File: config.mk
export PLATFORM = sky130hd
export DESIGN_NAME = cpu_lsu
export DESIGN_NICKNAME = d
export VERILOG_FILES = /design/src/rtl/cpu_pkg.sv /design/src/rtl/cpu_lsu_align.sv /design/src/rtl/cpu_lsu.sv
export SDC_FILE = /design/constraint.sdc
export NUM_CORES = 1
export LEC_CHECK = 0
export CORE_ASPECT_RATIO = 2
export CORE_MARGIN = 4
export CORE_UTILIZATION = 39
export DETAILED_ROUTE_END_ITERATION = 6
export HOLD_SLACK_MARGIN = 0.1
export PLACE_DENSITY = 0.74
export REMOVE_ABC_BUFFERS = 1
export SETUP_SLACK_MARGIN = 0.15
export SLEW_MARGIN = 15
export SYNTH_ARGS = -nofsm -noshare
export SYNTH_HDL_FRONTEND = slang
export SYNTH_SLANG_ARGS = --single-unit
File: constraint.sdc
create_clock -name clk -period 1.51 [get_ports clk]
set_input_delay 0.302 -clock clk [delete_from_list [all_inputs] [get_ports clk]]
set_output_delay 0.302 -clock clk [all_outputs]
set_load 0.005 [all_outputs]
File: src/rtl/cpu_pkg.sv
// Shared CPU constants: command and size encodings used by the control
// decoder and the load/store unit, plus the LSU state type.
package cpu_pkg;

  typedef enum logic [1:0] {
    OTHER   = 2'b00,
    JMP_CMD = 2'b01,
    ST_CMD  = 2'b10,
    LW_CMD  = 2'b11
  } cmd_e;

  typedef enum logic [1:0] {
    FULL  = 2'b00,
    HALF  = 2'b01,
    BYTE  = 2'b10,
    UPPER = 2'b11
  } size_e;

  localparam logic SIGN   = 1'b1;
  localparam logic UNSIGN = 1'b0;

  typedef enum logic [1:0] {
    IDLE = 2'b00,
    BUS  = 2'b01,
    RESP = 2'b10
  } lsu_state_e;

  // A request is legal when its size is defined and the address is naturally
  // aligned for that size (bytes are always aligned).
  function automatic logic lsuLegal(input logic [1:0] sizeIn, input logic [1:0] addrLo);
    logic ok;
    ok = 1'b1;
    if (sizeIn == UPPER) ok = 1'b0;
    if ((sizeIn == HALF) && addrLo[0]) ok = 1'b0;
    if ((sizeIn == FULL) && (addrLo != 2'b00)) ok = 1'b0;
    return ok;
  endfunction

endpackage

File: src/rtl/cpu_lsu_align.sv
// Lane steering for the load/store unit: byte enables and replicated write
// data on the store side, lane selection and sign/zero extension on the load
// side. Purely combinational.
module cpu_lsu_align
  import cpu_pkg::*;
(
  input  logic [1:0]  stAddr_i,
  input  logic [1:0]  stSize_i,
  input  logic [31:0] wdata_i,
  output logic [3:0]  be_o,
  output logic [31:0] wdataRep_o,
  input  logic [1:0]  ldAddr_i,
  input  logic [1:0]  ldSize_i,
  input  logic        ldSign_i,
  input  logic [31:0] busRdata_i,
  output logic [31:0] rdataExt_o
);

  // Store side: the word lanes to write and the store data copied into every lane.
  always_comb begin
    be_o       = 4'b0000;
    wdataRep_o = 32'h0;
    case (stSize_i)
      FULL: begin
        be_o       = 4'b1111;
        wdataRep_o = wdata_i;
      end
      HALF: begin
        be_o       = stAddr_i[1] ? 4'b1100 : 4'b0011;
        wdataRep_o = {wdata_i[15:0], wdata_i[15:0]};
      end
      BYTE: begin
        be_o       = 4'b0001 << stAddr_i;
        wdataRep_o = {4{wdata_i[7:0]}};
      end
      default: begin
        be_o       = 4'b0000;
        wdataRep_o = 32'h0;
      end
    endcase
  end

  // Load side: pick the addressed lane and extend it to a full word.
  always_comb begin
    logic [15:0] halfLane;
    logic [7:0]  byteLane;
    halfLane   = ldAddr_i[1] ? busRdata_i[31:16] : busRdata_i[15:0];
    byteLane   = busRdata_i[{ldAddr_i, 3'b000} +: 8];
    rdataExt_o = busRdata_i;
    case (ldSize_i)
      HALF:    rdataExt_o = {{16{ldSign_i & halfLane[15]}}, halfLane};
      BYTE:    rdataExt_o = {{24{ldSign_i & byteLane[7]}}, byteLane};
      default: rdataExt_o = busRdata_i;
    endcase
  end

endmodule

File: src/rtl/cpu_lsu.sv
// Load/store unit: accepts load/store commands from execute, runs one
// request/acknowledge transaction on the data bus with a timeout, and
// returns the extended load data. Stalls the pipeline while busy.
module cpu_lsu
  import cpu_pkg::*;
#(
  parameter int unsigned TIMEOUT = 255
) (
  input  logic        clk,
  input  logic        rst,
  input  logic        req_valid,
  input  logic [1:0]  cmd,
  input  logic [1:0]  size,
  input  logic        sx_sign,
  input  logic [31:0] addr,
  input  logic [31:0] wdata,
  output logic        stall,
  output logic [31:0] rdata,
  output logic        rdata_valid,
  output logic        misalign,
  output logic        bus_err,
  output logic        bus_req,
  output logic        bus_we,
  output logic [31:0] bus_addr,
  output logic [3:0]  bus_be,
  output logic [31:0] bus_wdata,
  input  logic        bus_ack,
  input  logic [31:0] bus_rdata
);

  localparam logic [7:0] TIMEOUT_CNT = 8'(TIMEOUT);

  lsu_state_e  state_q;
  logic [7:0]  cnt_q;
  logic [7:0]  cnt_d;
  logic [1:0]  addrLo_q;
  logic [1:0]  size_q;
  logic        sign_q;
  logic [31:0] rdata_q;
  logic        rdataValid_q;
  logic        misalign_q;
  logic        busErr_q;
  logic        busReq_q;
  logic        busWe_q;
  logic [31:0] busAddr_q;
  logic [3:0]  busBe_q;
  logic [31:0] busWdata_q;

  logic        memReq;
  logic        legal;
  logic        accept;
  logic [3:0]  beNext;
  logic [31:0] wdataNext;
  logic [31:0] loadData;

  // Store steering comes from the live request; load extraction from the
  // fields latched when the request was accepted.
  cpu_lsu_align u_align (
    .stAddr_i   (addr[1:0]),
    .stSize_i   (size),
    .wdata_i    (wdata),
    .be_o       (beNext),
    .wdataRep_o (wdataNext),
    .ldAddr_i   (addrLo_q),
    .ldSize_i   (size_q),
    .ldSign_i   (sign_q),
    .busRdata_i (bus_rdata),
    .rdataExt_o (loadData)
  );

  // Request qualification and the combinational pipeline stall.
  always_comb begin
    memReq = req_valid & cmd[1];
    legal  = lsuLegal(size, addr[1:0]);
    accept = (state_q == IDLE) & memReq & legal;
    stall  = accept | (state_q == BUS);
    cnt_d  = cnt_q + 8'd1;
  end

  // Transaction FSM with timeout counter; every output is registered here.
  always_ff @(posedge clk) begin
    if (rst) begin
      state_q      <= IDLE;
      cnt_q        <= 8'd0;
      addrLo_q     <= 2'b00;
      size_q       <= 2'b00;
      sign_q       <= 1'b0;
      rdata_q      <= 32'h0;
      rdataValid_q <= 1'b0;
      misalign_q   <= 1'b0;
      busErr_q     <= 1'b0;
      busReq_q     <= 1'b0;
      busWe_q      <= 1'b0;
      busAddr_q    <= 32'h0;
      busBe_q      <= 4'b0000;
      busWdata_q   <= 32'h0;
    end else begin
      rdataValid_q <= 1'b0;
      misalign_q   <= 1'b0;
      busErr_q     <= 1'b0;
      case (state_q)
        IDLE: begin
          if (memReq) begin
            if (legal) begin
              addrLo_q   <= addr[1:0];
              size_q     <= size;
              sign_q     <= sx_sign;
              busWe_q    <= ~cmd[0];
              busAddr_q  <= {addr[31:2], 2'b00};
              busBe_q    <= beNext;
              busWdata_q <= wdataNext;
              busReq_q   <= 1'b1;
              cnt_q      <= 8'd0;
              state_q    <= BUS;
            end else begin
              misalign_q <= 1'b1;
            end
          end
        end
        BUS: begin
          if (bus_ack) begin
            if (!busWe_q) rdata_q <= loadData;
            busReq_q     <= 1'b0;
            rdataValid_q <= 1'b1;
            cnt_q        <= 8'd0;
            state_q      <= RESP;
          end else if (cnt_d == TIMEOUT_CNT) begin
            busReq_q <= 1'b0;
            busErr_q <= 1'b1;
            cnt_q    <= 8'd0;
            state_q  <= RESP;
          end else begin
            cnt_q <= cnt_d;
          end
        end
        RESP: begin
          state_q <= IDLE;
        end
        default: begin
          state_q <= IDLE;
        end
      endcase
    end
  end

  assign rdata       = rdata_q;
  assign rdata_valid = rdataValid_q;
  assign misalign    = misalign_q;
  assign bus_err     = busErr_q;
  assign bus_req     = busReq_q;
  assign bus_we      = busWe_q;
  assign bus_addr    = busAddr_q;
  assign bus_be      = busBe_q;
  assign bus_wdata   = busWdata_q;

endmodule

==> results of run 1 <==
-- metrics by stage --
step / instance area (µm²) / std cells / hold slack [ns] / power, mW / util [%]
3_5_place_dp: 7930 / 1045 / 0.448 / 4.60 / 60.3
6_report: 10500 / 1129 / 0.224 / 9.18 / 79.9
4_1_cts: 9750 / 1119 / 0.201 / 8.84 / 74.2
5_1_grt: 10500 / 1129 / 0.213 / 9.42 / 79.9
2_1_floorplan: 5020 / 609 / 0.371 / 3.75 / -
3_3_place_gp: 7930 / 1045 / 0.441 / 4.58 / 60.3
-- layer usage --
| layer | wire, µm | vias to the layer above |
|---|---|---|
| li1 | - | 2887 |
| met1 | 8430 | 3144 |
| met2 | 14000 | 411 |
| met3 | 1680 | 129 |
| met4 | 1830 | 0 |
| met5 | 0 | - |
-- cell families after synthesis --
group	synth area share [%]
multiplexers	5.63
AND/OR/NAND/NOR	23.3
AO/OA/AOI/OAI	18.8
XOR/XNOR	0.994
adder cells (fa/ha/maj)	0.947
buffers and inverters	5.56
flip-flops	44.7
other	0.0710
-- power by group through the flow --
stage                     combinational [mW]  clock (mW)  sequential [mW]
after floorplan                        0.371           0             3.37
after global placement                  1.21           0             3.36
after detailed placement                1.23           0             3.37
after CTS                               1.49        4.04             3.31
after global routing                    1.85        4.24             3.34
final                                   1.76        4.09             3.33
-- final timing paths --
check	startpoint	end	depth (start not counted)
worst max-delay path	bus_rdata[31]	rdata[8]	6
worst max register to register	addrLo_q[0]	rdata[8]	5
worst min register to register	bus_addr[16]	bus_addr[16]	2
worst min-delay path	rst	misalign	2
-- critical path: cells and delay by family --
family	cells	cell delay, ns
compound gates	2	0.33
simple gates	1	0.18
buf+inv	2	0.63
mux	1	0.50
-- registers in the layout (all words and copies together), names as in the netlist --
| name | flops |
|---|---|
| sign_q | 1 |
| bus_addr | 30 |
| bus_we | 1 |
| size_q | 2 |
| state_q | 2 |
| rdata_valid | 1 |
| rdata | 32 |
| bus_wdata | 32 |
| bus_req | 1 |
| bus_err | 1 |
| cnt_q | 8 |
| misalign | 1 |
| bus_be | 4 |
| addrLo_q | 2 |
-- cell usage in the layout, fill, tap and decap left out, drive strengths merged, types with 12 or more instances in the layout --
cell type      count
mux2i             14
dlygate4sd2       78
dfxtp            118
nand2            151
nor2              69
a211oi            37
o21ai             36
clkdlybuf4s50     97
mux2              12
nor3              31
clkdlybuf4s15     21
clkbuf            26
a21oi             58
buf              131
-- cell type report --
cell class	count	area, µm²	share of cell area [%]
Antenna cell	1	2.50	0.0238
Clock buffer	18	439	4.18
Clock inverter	14	151	1.44
Inverter	6	25.0	0.238
Multi-Input combinational cell	485	3800	36.2
Sequential cell	118	2420	23.0
Tap cell	152	190	1.81
Timing Repair Buffer	335	3480	33.1
-- repair_timing --
item / CTS / global route
setup endpoints to repair: 220 / 143
setup buffers: 30 / 6
hold buffers: 0 / 0
resized for setup: 369 / 201
pin swaps: 97 / 86
cloned: 12 / 3
==> run metrics, run 1 <==
crit-path cells=clkdlybuf4s50_1 > mux4_2 > and2_4 > a211oi_4 > buf_6 > a211oi_1; share of cells above drive strength 1=44.8%; root buf cell=clkbuf_16; core region area=13100 µm²; cell row count=about 60; Synth top area share=44.7%; crit path max fanout=4; Max-slew headroom=a little over half; GRT Residual Overflow=0; via count=approximately 6600; io pins=211; Post-Synthesis Cells=661; Clock Sinks=118; highest cell delay on the worst timing path=0.50 ns; #FFs+latches synth=about 120; TritonCTS clock tree=built; worst setup margin=-0.154 ns; Post-synth EDFFs=0; CP Data Arrival Time=a little under 2 ns; GRT busiest layer=met2; met1 usage=26.4%; Pwr Density=between 800 and 900 nW/µm²; first-pass GRT wire length=35200 µm; worst-margin pin slew=0.688 ns; global placement routability congestion=between 0.8 and 0.9; initial antenna violation count=1; Initial Util=40.2%; library cells used by synthesis=45; Seq pwr share=36.3%; Seq/Total Area, Yosys=~45%; Num CTS Buffers=17; Vias per Instance=5.82; final setup fails=82; die area=between 15000 and 20000 µm²; Crit. End Element=flip-flop; number of global-route vias before repair=6738; Tmin final=1.66 ns; CTS Buffer Depth=2; GR Util met2=a little over half; period utilization=110%; Synth area leaders=dfxtp_1 45%, nand2_1 11%, a21oi_1 5.5%, a211oi_1 5.1%, nor2_1 4.8%; failing checks=setup timing; syn avg cell area=between 7 and 8 µm²; pin count of the biggest net entering global routing=42; status=finished with violations; clock-pin transition on the worst setup and hold timing paths=about 0.06 ns; sw frac=about 28%; maximum clock frequency=roughly 0.6 GHz; critical path's slowest cell=mux4_2; R2R Setup Slk=-0.14 ns; Detailed Route WL=around 26000 µm; most numerous cell in the Yosys netlist=nand2_1; unrepaired setup endpoints after global routing=yes; area leader, netlist=dfxtp_1; Synth async-reset ratio=0%; Worst Path Required=1.79 ns; max-cap viol count=0; nets@finish=1072; most common flop cell mapped by yosys=dfxtp_1; startpoint types=input port; Worst Hold Class=input port to flip-flop; Antenna Nets Post-Route=0; Layout area overhead=98.7%; fillers=758; Synth Cell Area=roughly 5300 µm²; DRT iter0 DRCs=392; Detail Placement HPWL=14400 µm; DRC=0; warnings from Yosys=0; DR WL/cell=23.0 µm; combinational fraction of design power=19.2%; Post-synth top cells=151 x nand2_1, 118 x dfxtp_1, 68 x nor2_1, 58 x a21oi_1, 36 x a211oi_1; worst skew pair latency=roughly 0.42 ns; worst clock skew=0.0125 ns; P_sw=2.55 mW; Setup TNS=-5.29 ns; pre-CTS setup slack=-0.762 ns; Internal=6.63 mW; critical setup path kind=input port to flip-flop; peak supply drop=between 0.0007 and 0.0008 V; GRT Resource Usage Total=about 28%; fin. max-slew vios=0; H-tree lvl count=4; Pleak=4.36 nW; DIE WIDTH=~90 µm; Final Hold Vio Count=0; clock network fraction of total power=44.5%; port bufs=208; met3 usage=under 10%; Die Y=between 150 and 200 µm; Pre-Repair DR Iteration Count=7
Note: power is estimated with default switching activity, not from simulation.
==> run 2, diff against run 1 <==
--- a/config.mk
+++ b/config.mk
@@ -5,6 +5,7 @@
 export SDC_FILE = /design/constraint.sdc
 export NUM_CORES = 1
 export LEC_CHECK = 0
+export CAP_MARGIN = 20
 export CORE_ASPECT_RATIO = 2
 export CORE_MARGIN = 4
 export CORE_UTILIZATION = 39
==> results of run 2 <==
The final DEF is identical to that of run 1; final timing and power are the same.
